`src/rtl/adc_pkg.sv`:
```
// Shared types and constants for the ADC command sequencer:
// FSM states, sample width and the default ADC configuration image.
package adc_pkg;

  localparam int CFG_WORDS_MAX = 16;
  localparam int SAMPLE_W      = 16;

  typedef enum logic [2:0] {
    ST_IDLE      = 3'd0,
    ST_CFG_ISSUE = 3'd1,
    ST_CFG_WAIT  = 3'd2,
    ST_GAP       = 3'd3,
    ST_RD_ISSUE  = 3'd4,
    ST_RD_WAIT   = 3'd5,
    ST_ERR       = 3'd6
  } adc_state_e;

  // Index 0 is written first: soft reset, then mode, channel and rate setup.
  localparam logic [0:CFG_WORDS_MAX-1][31:0] CFG_ROM = {
    32'h8000_0001, 32'h4100_00A5, 32'h4200_1F3C, 32'h4300_7E01,
    32'h4400_0000, 32'h4500_0000, 32'h4600_0000, 32'h4700_0000,
    32'h4800_0000, 32'h4900_0000, 32'h4A00_0000, 32'h4B00_0000,
    32'h4C00_0000, 32'h4D00_0000, 32'h4E00_0000, 32'h4F00_0000
  };

endpackage

```
`src/rtl/adc_seq_if.sv`:
```
// Command/response bundle between the sequencer (master modport)
// and the SPI master engine (slave modport).
interface adc_seq_if;

  logic        writ_flag;
  logic [31:0] writ_data;
  logic        read_flag;
  logic        xfer_done;
  logic [31:0] read_data;

  modport master (
    output writ_flag,
    output writ_data,
    output read_flag,
    input  xfer_done,
    input  read_data
  );

  modport slave (
    input  writ_flag,
    input  writ_data,
    input  read_flag,
    output xfer_done,
    output read_data
  );

endinterface

```
`src/rtl/adc_cfg_rom.sv`:
```
// Combinational lookup of the configuration word for a given index.
module adc_cfg_rom
  import adc_pkg::*;
(
  input  logic [3:0]  i_idx,
  output logic [31:0] o_word
);

  // Pure table lookup; every 4-bit index maps to a defined entry.
  always_comb begin
    o_word = CFG_ROM[i_idx];
  end

endmodule

```
`src/rtl/adc_seq.sv`:
```
// ADC command sequencer: writes the configuration image, then issues
// periodic reads and emits 16-bit samples, one transfer in flight at a time.
module adc_seq
  import adc_pkg::*;
#(
  parameter int CFG_WORDS  = 4,
  parameter int SAMPLE_GAP = 1000,
  parameter int TIMEOUT    = 64
) (
  input  logic                clk,
  input  logic                rst_n,
  input  logic                i_start,
  input  logic                i_stop,
  adc_seq_if.master           spi,
  output logic [SAMPLE_W-1:0] o_sample_data,
  output logic                o_sample_valid,
  output logic                o_cfg_done,
  output logic                o_busy,
  output logic                o_err
);

  localparam int            TW       = $clog2(TIMEOUT);
  localparam int            GW       = $clog2(SAMPLE_GAP + 1);
  localparam logic [TW-1:0] TMO_LAST = TW'(TIMEOUT - 1);
  localparam logic [GW-1:0] GAP_LAST = GW'(SAMPLE_GAP);
  localparam logic [3:0]    IDX_LAST = 4'(CFG_WORDS - 1);

  adc_state_e          r_state;
  adc_state_e          w_next;
  logic [3:0]          r_idx;
  logic [TW-1:0]       r_tmo;
  logic [GW-1:0]       r_gap;
  logic                r_stop_pend;
  logic                r_writ_flag;
  logic                r_read_flag;
  logic [31:0]         r_writ_data;
  logic                r_cap;
  logic [SAMPLE_W-1:0] r_rd_hold;
  logic [SAMPLE_W-1:0] r_sample_data;
  logic                r_sample_valid;
  logic                r_cfg_done;
  logic                r_busy;
  logic                r_err;
  logic [31:0]         w_rom_word;
  logic                w_start_ok;
  logic                w_stop_any;
  logic                w_tmo_hit;
  logic                w_cfg_last;
  logic                w_in_xfer;
  logic                w_done_cfg;
  logic                w_done_rd;

  assign w_start_ok = i_start & ((r_state == ST_IDLE) | (r_state == ST_ERR));
  assign w_stop_any = i_stop | r_stop_pend;
  assign w_tmo_hit  = (r_tmo == TMO_LAST);
  assign w_cfg_last = (r_idx == IDX_LAST);
  assign w_in_xfer  = (r_state == ST_CFG_ISSUE) | (r_state == ST_CFG_WAIT) |
                      (r_state == ST_RD_ISSUE)  | (r_state == ST_RD_WAIT);
  assign w_done_cfg = (r_state == ST_CFG_WAIT) & spi.xfer_done;
  assign w_done_rd  = (r_state == ST_RD_WAIT) & spi.xfer_done;

  adc_cfg_rom u_rom (
    .i_idx  (r_idx),
    .o_word (w_rom_word)
  );

  // State register.
  always_ff @(posedge clk or negedge rst_n) begin
    if (!rst_n) r_state <= ST_IDLE;
    else        r_state <= w_next;
  end

  // Next-state logic; a completion beats a same-cycle timeout.
  always_comb begin
    w_next = r_state;
    case (r_state)
      ST_IDLE, ST_ERR: begin
        if (i_start) w_next = ST_CFG_ISSUE;
        else         w_next = r_state;
      end
      ST_CFG_ISSUE: w_next = ST_CFG_WAIT;
      ST_CFG_WAIT: begin
        if (spi.xfer_done) begin
          if (w_stop_any)      w_next = ST_IDLE;
          else if (w_cfg_last) w_next = ST_GAP;
          else                 w_next = ST_CFG_ISSUE;
        end else if (w_tmo_hit) w_next = ST_ERR;
        else                    w_next = r_state;
      end
      ST_GAP: begin
        if (i_stop)                 w_next = ST_IDLE;
        else if (r_gap == GAP_LAST) w_next = ST_RD_ISSUE;
        else                        w_next = r_state;
      end
      ST_RD_ISSUE: w_next = ST_RD_WAIT;
      ST_RD_WAIT: begin
        if (spi.xfer_done) begin
          if (w_stop_any) w_next = ST_IDLE;
          else            w_next = ST_GAP;
        end else if (w_tmo_hit) w_next = ST_ERR;
        else                    w_next = r_state;
      end
      default: w_next = ST_IDLE;
    endcase
  end

  // Transfer-side registers: flags, write word, watchdog and gap counters.
  always_ff @(posedge clk or negedge rst_n) begin
    if (!rst_n) begin
      r_writ_flag <= 1'b0;
      r_read_flag <= 1'b0;
      r_writ_data <= 32'd0;
      r_tmo       <= '0;
      r_gap       <= '0;
      r_idx       <= 4'd0;
    end else begin
      r_writ_flag <= (r_state == ST_CFG_ISSUE);
      r_read_flag <= (r_state == ST_RD_ISSUE);
      if (r_state == ST_CFG_ISSUE) r_writ_data <= w_rom_word;
      else                         r_writ_data <= r_writ_data;
      if ((r_state == ST_CFG_WAIT) || (r_state == ST_RD_WAIT)) r_tmo <= r_tmo + TW'(1);
      else                                                      r_tmo <= '0;
      if (r_state == ST_GAP) r_gap <= r_gap + GW'(1);
      else                   r_gap <= '0;
      if (w_start_ok)                    r_idx <= 4'd0;
      else if (w_done_cfg && !w_cfg_last) r_idx <= r_idx + 4'd1;
      else                               r_idx <= r_idx;
    end
  end

  // Status and sample path; the sample lands one cycle after the read completes.
  always_ff @(posedge clk or negedge rst_n) begin
    if (!rst_n) begin
      r_stop_pend    <= 1'b0;
      r_cap          <= 1'b0;
      r_rd_hold      <= '0;
      r_sample_data  <= '0;
      r_sample_valid <= 1'b0;
      r_cfg_done     <= 1'b0;
      r_busy         <= 1'b0;
      r_err          <= 1'b0;
    end else begin
      if (w_start_ok || (w_next == ST_IDLE) || (w_next == ST_ERR)) r_stop_pend <= 1'b0;
      else if (i_stop && w_in_xfer)                                  r_stop_pend <= 1'b1;
      else                                                           r_stop_pend <= r_stop_pend;
      r_cap          <= w_done_rd;
      r_sample_valid <= r_cap;
      if (w_done_rd) r_rd_hold <= spi.read_data[SAMPLE_W-1:0];
      else           r_rd_hold <= r_rd_hold;
      if (r_cap) r_sample_data <= r_rd_hold;
      else       r_sample_data <= r_sample_data;
      if (w_start_ok)                    r_cfg_done <= 1'b0;
      else if (w_done_cfg && w_cfg_last) r_cfg_done <= 1'b1;
      else                               r_cfg_done <= r_cfg_done;
      if (w_start_ok)                                     r_err <= 1'b0;
      else if ((w_next == ST_ERR) && (r_state != ST_ERR)) r_err <= 1'b1;
      else                                                r_err <= r_err;
      r_busy <= (w_next != ST_IDLE) && (w_next != ST_ERR);
    end
  end

  assign spi.writ_flag  = r_writ_flag;
  assign spi.writ_data  = r_writ_data;
  assign spi.read_flag  = r_read_flag;
  assign o_sample_data  = r_sample_data;
  assign o_sample_valid = r_sample_valid;
  assign o_cfg_done     = r_cfg_done;
  assign o_busy         = r_busy;
  assign o_err          = r_err;

endmodule

```
`src/flat_wrapper.sv`:
```
// flat-port wrapper written by rule: the top's interface ports become plain ports
module adc_seq_flat import adc_pkg::*;
#(
  parameter int CFG_WORDS  = 4,
  parameter int SAMPLE_GAP = 1000,
  parameter int TIMEOUT    = 64
)
  (clk, rst_n, i_start, i_stop, o_sample_data, o_sample_valid, o_cfg_done, o_busy, o_err, spi_writ_flag, spi_writ_data, spi_read_flag, spi_xfer_done, spi_read_data);
  adc_seq_if spi_i ();
  input  logic clk;
  input  logic rst_n;
  input  logic i_start;
  input  logic i_stop;
  output logic [SAMPLE_W-1:0] o_sample_data;
  output logic o_sample_valid;
  output logic o_cfg_done;
  output logic o_busy;
  output logic o_err;
  output wire logic [$bits(spi_i.writ_flag)-1:0] spi_writ_flag;
  output wire logic [$bits(spi_i.writ_data)-1:0] spi_writ_data;
  output wire logic [$bits(spi_i.read_flag)-1:0] spi_read_flag;
  input wire logic [$bits(spi_i.xfer_done)-1:0] spi_xfer_done;
  input wire logic [$bits(spi_i.read_data)-1:0] spi_read_data;
  assign spi_writ_flag = spi_i.writ_flag;
  assign spi_writ_data = spi_i.writ_data;
  assign spi_read_flag = spi_i.read_flag;
  assign spi_i.xfer_done = spi_xfer_done;
  assign spi_i.read_data = spi_read_data;
  adc_seq #(.CFG_WORDS(CFG_WORDS), .SAMPLE_GAP(SAMPLE_GAP), .TIMEOUT(TIMEOUT)) u_core (.clk(clk), .rst_n(rst_n), .i_start(i_start), .i_stop(i_stop), .spi(spi_i), .o_sample_data(o_sample_data), .o_sample_valid(o_sample_valid), .o_cfg_done(o_cfg_done), .o_busy(o_busy), .o_err(o_err));
endmodule
```
`config.mk`:
```
export PLATFORM = sky130hd
export DESIGN_NAME = adc_seq_flat
export DESIGN_NICKNAME = d
export VERILOG_FILES = /design/src/rtl/adc_pkg.sv /design/src/rtl/adc_seq_if.sv /design/src/rtl/adc_cfg_rom.sv /design/src/rtl/adc_seq.sv /design/src/flat_wrapper.sv
export SDC_FILE = /design/constraint.sdc
export NUM_CORES = 1
export LEC_CHECK = 0
export CAP_MARGIN = 0
export CORE_ASPECT_RATIO = 1.75
export CORE_MARGIN = 2
export CORE_UTILIZATION = 52
export DETAILED_ROUTE_END_ITERATION = 10
export HOLD_SLACK_MARGIN = 0.02
export PLACE_DENSITY_LB_ADDON = 0.2
export SLEW_MARGIN = 20
export SYNTH_ARGS = -nofsm -noshare
export SYNTH_HDL_FRONTEND = slang
export SYNTH_SLANG_ARGS = --single-unit
```
`constraint.sdc`:
```
create_clock -name clk -period 2.8 [get_ports clk]
set_input_delay 0.42 -clock clk [delete_from_list [all_inputs] [get_ports clk]]
set_output_delay 0.42 -clock clk [all_outputs]
set_load 0.05 [all_outputs]
```
### Yosys cells after proc, flatten, opt, wreduce, memory -nomap -nowiden

Memories as Yosys holds them, arrays and structs flattened. A register that Yosys moved wholly into a read port is not among the register bits.
Cells that the tools add are included.

* $add $sub $neg: 3
* equality and inequality tests: 12
* multiplexer cells: 20
* bitwise logic cells: 9
* reductions and logical operators: 18

Operator list (count)
* $mux 3: 7
* $pmux 3 s6: 1
* $eq 3x3->1 const B: 4
* $add 10x1->10 const B: 1
* $eq 10x10->1 const B: 1
* $mux 10: 1
* $mux 4: 2
* $reduce_bool 2->1: 4
* $add 6x1->6 const B: 1
* $eq 3x2->1 const B: 2
* $eq 6x6->1 const B: 1
* $logic_not 3->1: 2
* $mux 1: 6
* $mux 6: 1
* $ne 3x3->1 const B: 2
* $logic_and 1x1->1: 5
* $not 4->5: 1
* $or 1x1->1: 5
* $add 4x1->4 const B: 1
* $eq 4x2->1 const B: 1
* $mux 2: 2
* $and 1x1->1: 3
* $eq 3x1->1 const B: 1
* $logic_or 1x1->1: 3
* 3 further kinds: 4

* flip-flop bits (word level): 63
* memory bits (read-only): 512
* input port bits: 37
* output and inout bits: 54
* word-level logic and storage cells: 77
* memories: 1

Memory list
* (no name shown): depth 16, width 32, read ports 1, clocked after memory_dff 1, wr ports 0, line adc_cfg_rom.sv:11 `o_word = CFG_ROM[i_idx];`

### Longest topological paths before layout

* depth after elaboration: 9
* gate-level depth with buffers: 7
* gate-level depth less buffers: 7

### Modules after synthesis

A second synthesis with hierarchy kept.

* cell total of the unflattened synthesis: 325
* area total of the unflattened synthesis: 4277.9 sq um

Modules (own cells, without submodules)
* adc_seq: times used 1, cells each 283, area an instance 3948.8 sq um, seq. area each 2377.3 sq um
* adc_cfg_rom: times used 1, cells each 42, area an instance 329.1 sq um, seq. area each 0.0 sq um

### Worst setup path after synthesis

Ideal clock, no wire load.

* path kind: reg-to-reg
* from: register u_core.r_gap[0]
* to: register u_core.r_stop_pend
* setup time: 0.140 ns
* arrival: 1.615 ns
* required time: 2.660 ns
* slack: 1.045 ns
* stages on the path, launching flop included: 8
* path buffers: 0
* clock period less this slack: 1.755 ns
* cell sequence: dfrtp_1 > inv_1 > ha_1 > nor4bb_1 > a31o_1 > o21ai_1 > a2111oi_2 > a211oi_1

* word-level cells in the longest chain between the ends: 8
* elaborated cells between the ends (all ways): 10
* those cells by class: eq/ne (2); mux (4); reduce/logical (4)

RTL lines
* start, declared: line adc_seq.sv:32 `logic [GW-1:0] r_gap;`
* start signal, assigned: line adc_seq.sv:123 `if (r_state == ST_GAP) r_gap <= r_gap + GW'(1);`
* $eq 10x10->1 *: line adc_seq.sv:92 `else if (r_gap == GAP_LAST) w_next = ST_RD_ISSUE;`
* $mux 3 *: line adc_seq.sv:92
* $mux 3 *: line adc_seq.sv:91 `if (i_stop) w_next = ST_IDLE;`
* $pmux 3 s6 *: line adc_seq.sv:76 `case (r_state)`
* $logic_not 3->1: line adc_seq.sv:143 `if (w_start_ok || (w_next == ST_IDLE) || (w_next == ST_ERR)) r_stop_pend <= 1'b0;`
* $logic_or 1x1->1: line adc_seq.sv:143
* $logic_or 1x1->1 *: line adc_seq.sv:143
* $mux 1 or $reduce_bool 2->1 (tied branches)
* end signal, assigned: line adc_seq.sv:145 `else r_stop_pend <= r_stop_pend;`
* end, declared: line adc_seq.sv:33 `logic r_stop_pend;`

Mark *: on every way between the ends. The rest lies on a longest branch, timed or not.
A chain may end at the register's enable or synchronous reset.

### Worst setup path after layout

* from: register u_core.r_gap[0]
* to: register u_core.r_err, in the netlist u_core.o_err

* word-level cells in the longest chain between the ends: 7

RTL lines
* $eq 10x10->1: line adc_seq.sv:92
* $mux 3: line adc_seq.sv:92
* $mux 3: line adc_seq.sv:91
* $pmux 3 s6: line adc_seq.sv:76
* net u_core.w_next[1]: line adc_seq.sv:29 `adc_state_e w_next;`
* $eq 3x3->1: line adc_seq.sv:156 `else if ((w_next == ST_ERR) && (r_state != ST_ERR)) r_err <= 1'b1;`
* $logic_and 1x1->1: line adc_seq.sv:156
* $reduce_bool 2->1 (no source line)
* end signal, assigned: line adc_seq.sv:157 `else r_err <= r_err;`
* end, declared: line adc_seq.sv:43 `logic r_err;`

The timed path passes the listed nets, and every way through them passes these cells.

==> run_results.csv <==
group,metric,value,unit
logic_synthesis,synth_area_per_cell,11.7,um^2
run_status,status,"complete, no violations",
floorplanning,die_w,65.0,um
sta,fin_crit,2.00,ns
logic_synthesis,synth-seq-cells,75,
detailed_routing,dr_total_vias,2242,
global_route,antenna_found_initial,0,
global_route,grt-ovfl-total,0,
logic_synthesis,async_flop_share,100,%
setup_path,end_kind,"flip-flop",
placed_design,port-buffer-count,61,
logic_synthesis,synth_ff_type,"dfrtp_1",
sta,finalCritPeriodShare,71.4,%
clock_network,clk_path_buf_depth,2,
pwr,p_per_area,984,mW/mm^2
clock_network,cts-htree-levels,3,
setup_path,cp_slowest_cell,"dfrtp_1",
sta,rsz0062_at_grt,"false",
sta,tightest_slew,0.720,ns
floorplanning,die_h,111,um
pwr,leakagePower,1.97,nW
cells_and_area,drive_gt1_share,15.3,%
placed_design,hpwl,4.32,mm
sta,fin_ws,0.801,ns
detailed_routing,wl_per_cell,13.6,um
clock_network,root_buffer,"clkbuf_8",
worst_hold_path,hold_class,"input port to asynchronous set/reset pin",
sta,finClkSkew,0.00614,ns
logic_synthesis,synth.area.top_cells,"dfrtp_1 (56%), mux2_2 (8.7%), buf_4 (4.7%)",
setup_path,rr_startpoint,"u_core.r_gap[0]$_DFF_PN0_",
detailed_routing,drc,0,
logic_synthesis,synth_top_area_cell,"dfrtp_1",
cells_and_area,n_antenna_cell,0,
cells_and_area,postLayoutCoreUtil,67.2,%
sta,finalMaxSlewViolations,0,
sta,max_freq,0.500,GHz
clock_network,cts.sink_count,75,
floorplanning,floorplan.initialDensity,54.3,%
sta,maxSlewHeadroom,52.0,%
sta,setup_viol,0,
flow_run,drv_cap,0,
global_route,grt_pass1_vias,2185,
pwr,vdd_ir_drop_max,0.000715,V
logic_synthesis,ys_seq_area_share,55.5,%
cells_and_area,nets,393,
floorplanning,rows,38,
detailed_routing,dr.pass1.iters,4,
setup_path,crit_chain,"inv_1 > ha_1 > nor4bb_1 > a31o_1 > o21ai_1 > a21o_1 > a32o_1",
pwr,p_total,4.12,mW
setup_path,crit_start,"u_core.r_gap[0]$_DFF_PN0_",
cells_and_area,final_area,0.00418,mm^2
global_route,grt_pass1_wl,10.1,mm
clock_network,cts_tree,"done",
cells_and_area,syn_to_final_growth,23.8,%
logic_synthesis,synth_cells,289,
sta,fin_setup_tns,0,ns
placed_design,placed_cell_area,0.00396,mm^2
clock_network,numCtsBuffers,9,
setup_path,worstPathRequired,3.02,ns
clock_network,worstSkewPairLatency,0.34,ns
setup_path,cp_max_fo,6,
logic_synthesis,synth_top_cell_area_share,55.5,%
detailed_routing,drtIter0Drc,190,
placed_design,pre_cts_ws,0.742,ns
global_route,grt.total_usage,18.4,%
floorplanning,core_area,0.00623,mm^2
placed_design,gp_congestion,0.831,
clock_network,clk_pin_slew,0.07,ns
floorplanning,top_level_ports,91,
setup_path,cp.arrival,2.22,ns
logic_synthesis,ys_types,48,
logic_synthesis,synth_edf_count,0,
logic_synthesis,ys_warn_count,0,
floorplanning,die_area,0.00719,mm^2
detailed_routing,wl,5.86,mm
sta,finalHoldViolCount,0,
global_route,grt_max_degree,29,
clock_network,cts_setup_buffers,0,
logic_synthesis,netlist_area,0.00338,mm^2
clock_network,cts-resized-gates,0,
detailed_routing,antenna_left,0,
clock_network,cts_hold_buf,0,
detailed_routing,vias_per_cell,5.19,
setup_path,crit_type,"flip-flop to flip-flop",
setup_path,critPathLaunchType,"flip-flop",
setup_path,critical-path-max-stage-delay,0.45,ns
==> routing by layer <==
layer / wire length, um / up-vias / track usage [%] / share of wire (%)
li1: - / 1075 / - / -
met1: 2330 / 1098 / 21.6 / 40
met2: 3150 / 59 / 30.9 / 54
met3: 270 / 10 / 4.77 / 4.6
met4: 115 / 0 / 8.09 / 2.0
met5: 0 / - / 0 / 0
==> worst paths after layout <==
| check | endpoint | slack [ns] | cells after the start |
|---|---|---|---|
| hold reg to reg | u_core.r_tmo[0]$_DFF_PN0_ | 0.47 | 1 |
| hold / removal | u_core.spi.writ_data[0]$_DFFE_PN0P_ | 0.07 | 1 |
| max in group asynchronous | u_core.o_sample_data[2]$_DFFE_PN0P_ | 1.97 | 2 |
| min in group clk | u_core.r_tmo[0]$_DFF_PN0_ | 0.47 | 1 |
| setup reg to reg | u_core.o_err$_DFFE_PN0P_ | 0.80 | 7 |
| setup / recovery | u_core.o_err$_DFFE_PN0P_ | 0.80 | 7 |
==> placed cells by master (no fill, tap or decap), types with 8 or more instances in the layout <==
cell type,count
nand3_1,13
o21ai_0,9
xor2_1,8
clkdlybuf4s50_1,60
conb_1,13
mux2_2,26
nand2_1,25
nor2_1,24
inv_1,8
clkbuf_8,11
dfrtp_1,75
ha_1,9
==> final cells by class <==
| type | count | area [um^2] |
|---|---|---|
| Inverter | 9 | 33.8 |
| Sequential cell | 75 | 1880 |
| Timing Repair Buffer | 63 | 621 |
| Clock buffer | 11 | 151 |
| Tap cell | 80 | 100 |
| Multi-Input combinational cell | 189 | 1330 |
| Clock inverter | 5 | 75.1 |
| Fill cell | 479 | 2040 |
==> flip-flops by register name (all words and copies together), names as in the netlist <==
| signal | cells |
|---|---|
| u_core.r_rd_hold | 16 |
| u_core.r_gap | 10 |
| u_core.r_idx | 4 |
| u_core.r_tmo | 6 |
| u_core.spi.read_flag | 1 |
| u_core.r_state | 3 |
| u_core.o_sample_data | 16 |
| u_core.spi.writ_flag | 1 |
| u_core.r_stop_pend | 1 |
| u_core.spi.writ_data | 12 |
| u_core.o_cfg_done | 1 |
| u_core.o_err | 1 |
| u_core.o_busy | 1 |
| u_core.o_sample_valid | 1 |
| u_core.r_cap | 1 |
==> kinds of logic after synthesis <==
logic type,synth area share (%)
mux,11.0
flops,55.5
xor+xnor,3.37
buf+inv,6.59
simple gates,13.0
compound gates,7.11
fa+ha+maj,3.33
other cells,0.111
==> metrics by stage <==
step                hold slack [ns]  instances
floorplan                     0.124        301
global placement              0.453        416
detailed placement            0.459        416
CTS                          0.0852        432
global route                  0.113        432
finish                       0.0705        432
==> synthesized netlist by cell type (2+ instances only) <==
cell type / count
and3_1: 5
a21oi_1: 5
buf_4: 21
o21ai_1: 3
clkbuf_1: 3
buf_2: 4
mux2_2: 26
xnor2_1: 5
nand4_1: 2
inv_1: 8
nor2_1: 24
nand2_1: 25
mux2_1: 6
nand2b_1: 4
nor2b_1: 4
ha_1: 9
a21o_1: 2
a211oi_1: 2
o21ai_0: 9
xor2_1: 8
dfrtp_1: 75
nand3_1: 13
==> critical path: cells and delay by family, from the launching register on <==
| family | cells | cell delay [ns] |
|---|---|---|
| fa+ha+maj | 1 | 0.13 |
| compound gates | 4 | 0.84 |
| simple gates | 1 | 0.38 |
| flops | 1 | 0.45 |
| buf+inv | 1 | 0.08 |
==> power breakdown <==
part           switching, mW  internal [mW]
Sequential             0.199           1.33
Clock                  0.369          0.546
Combinational           1.09          0.581
Total                   1.66           2.46
Note: power is estimated with default switching activity, not from simulation.
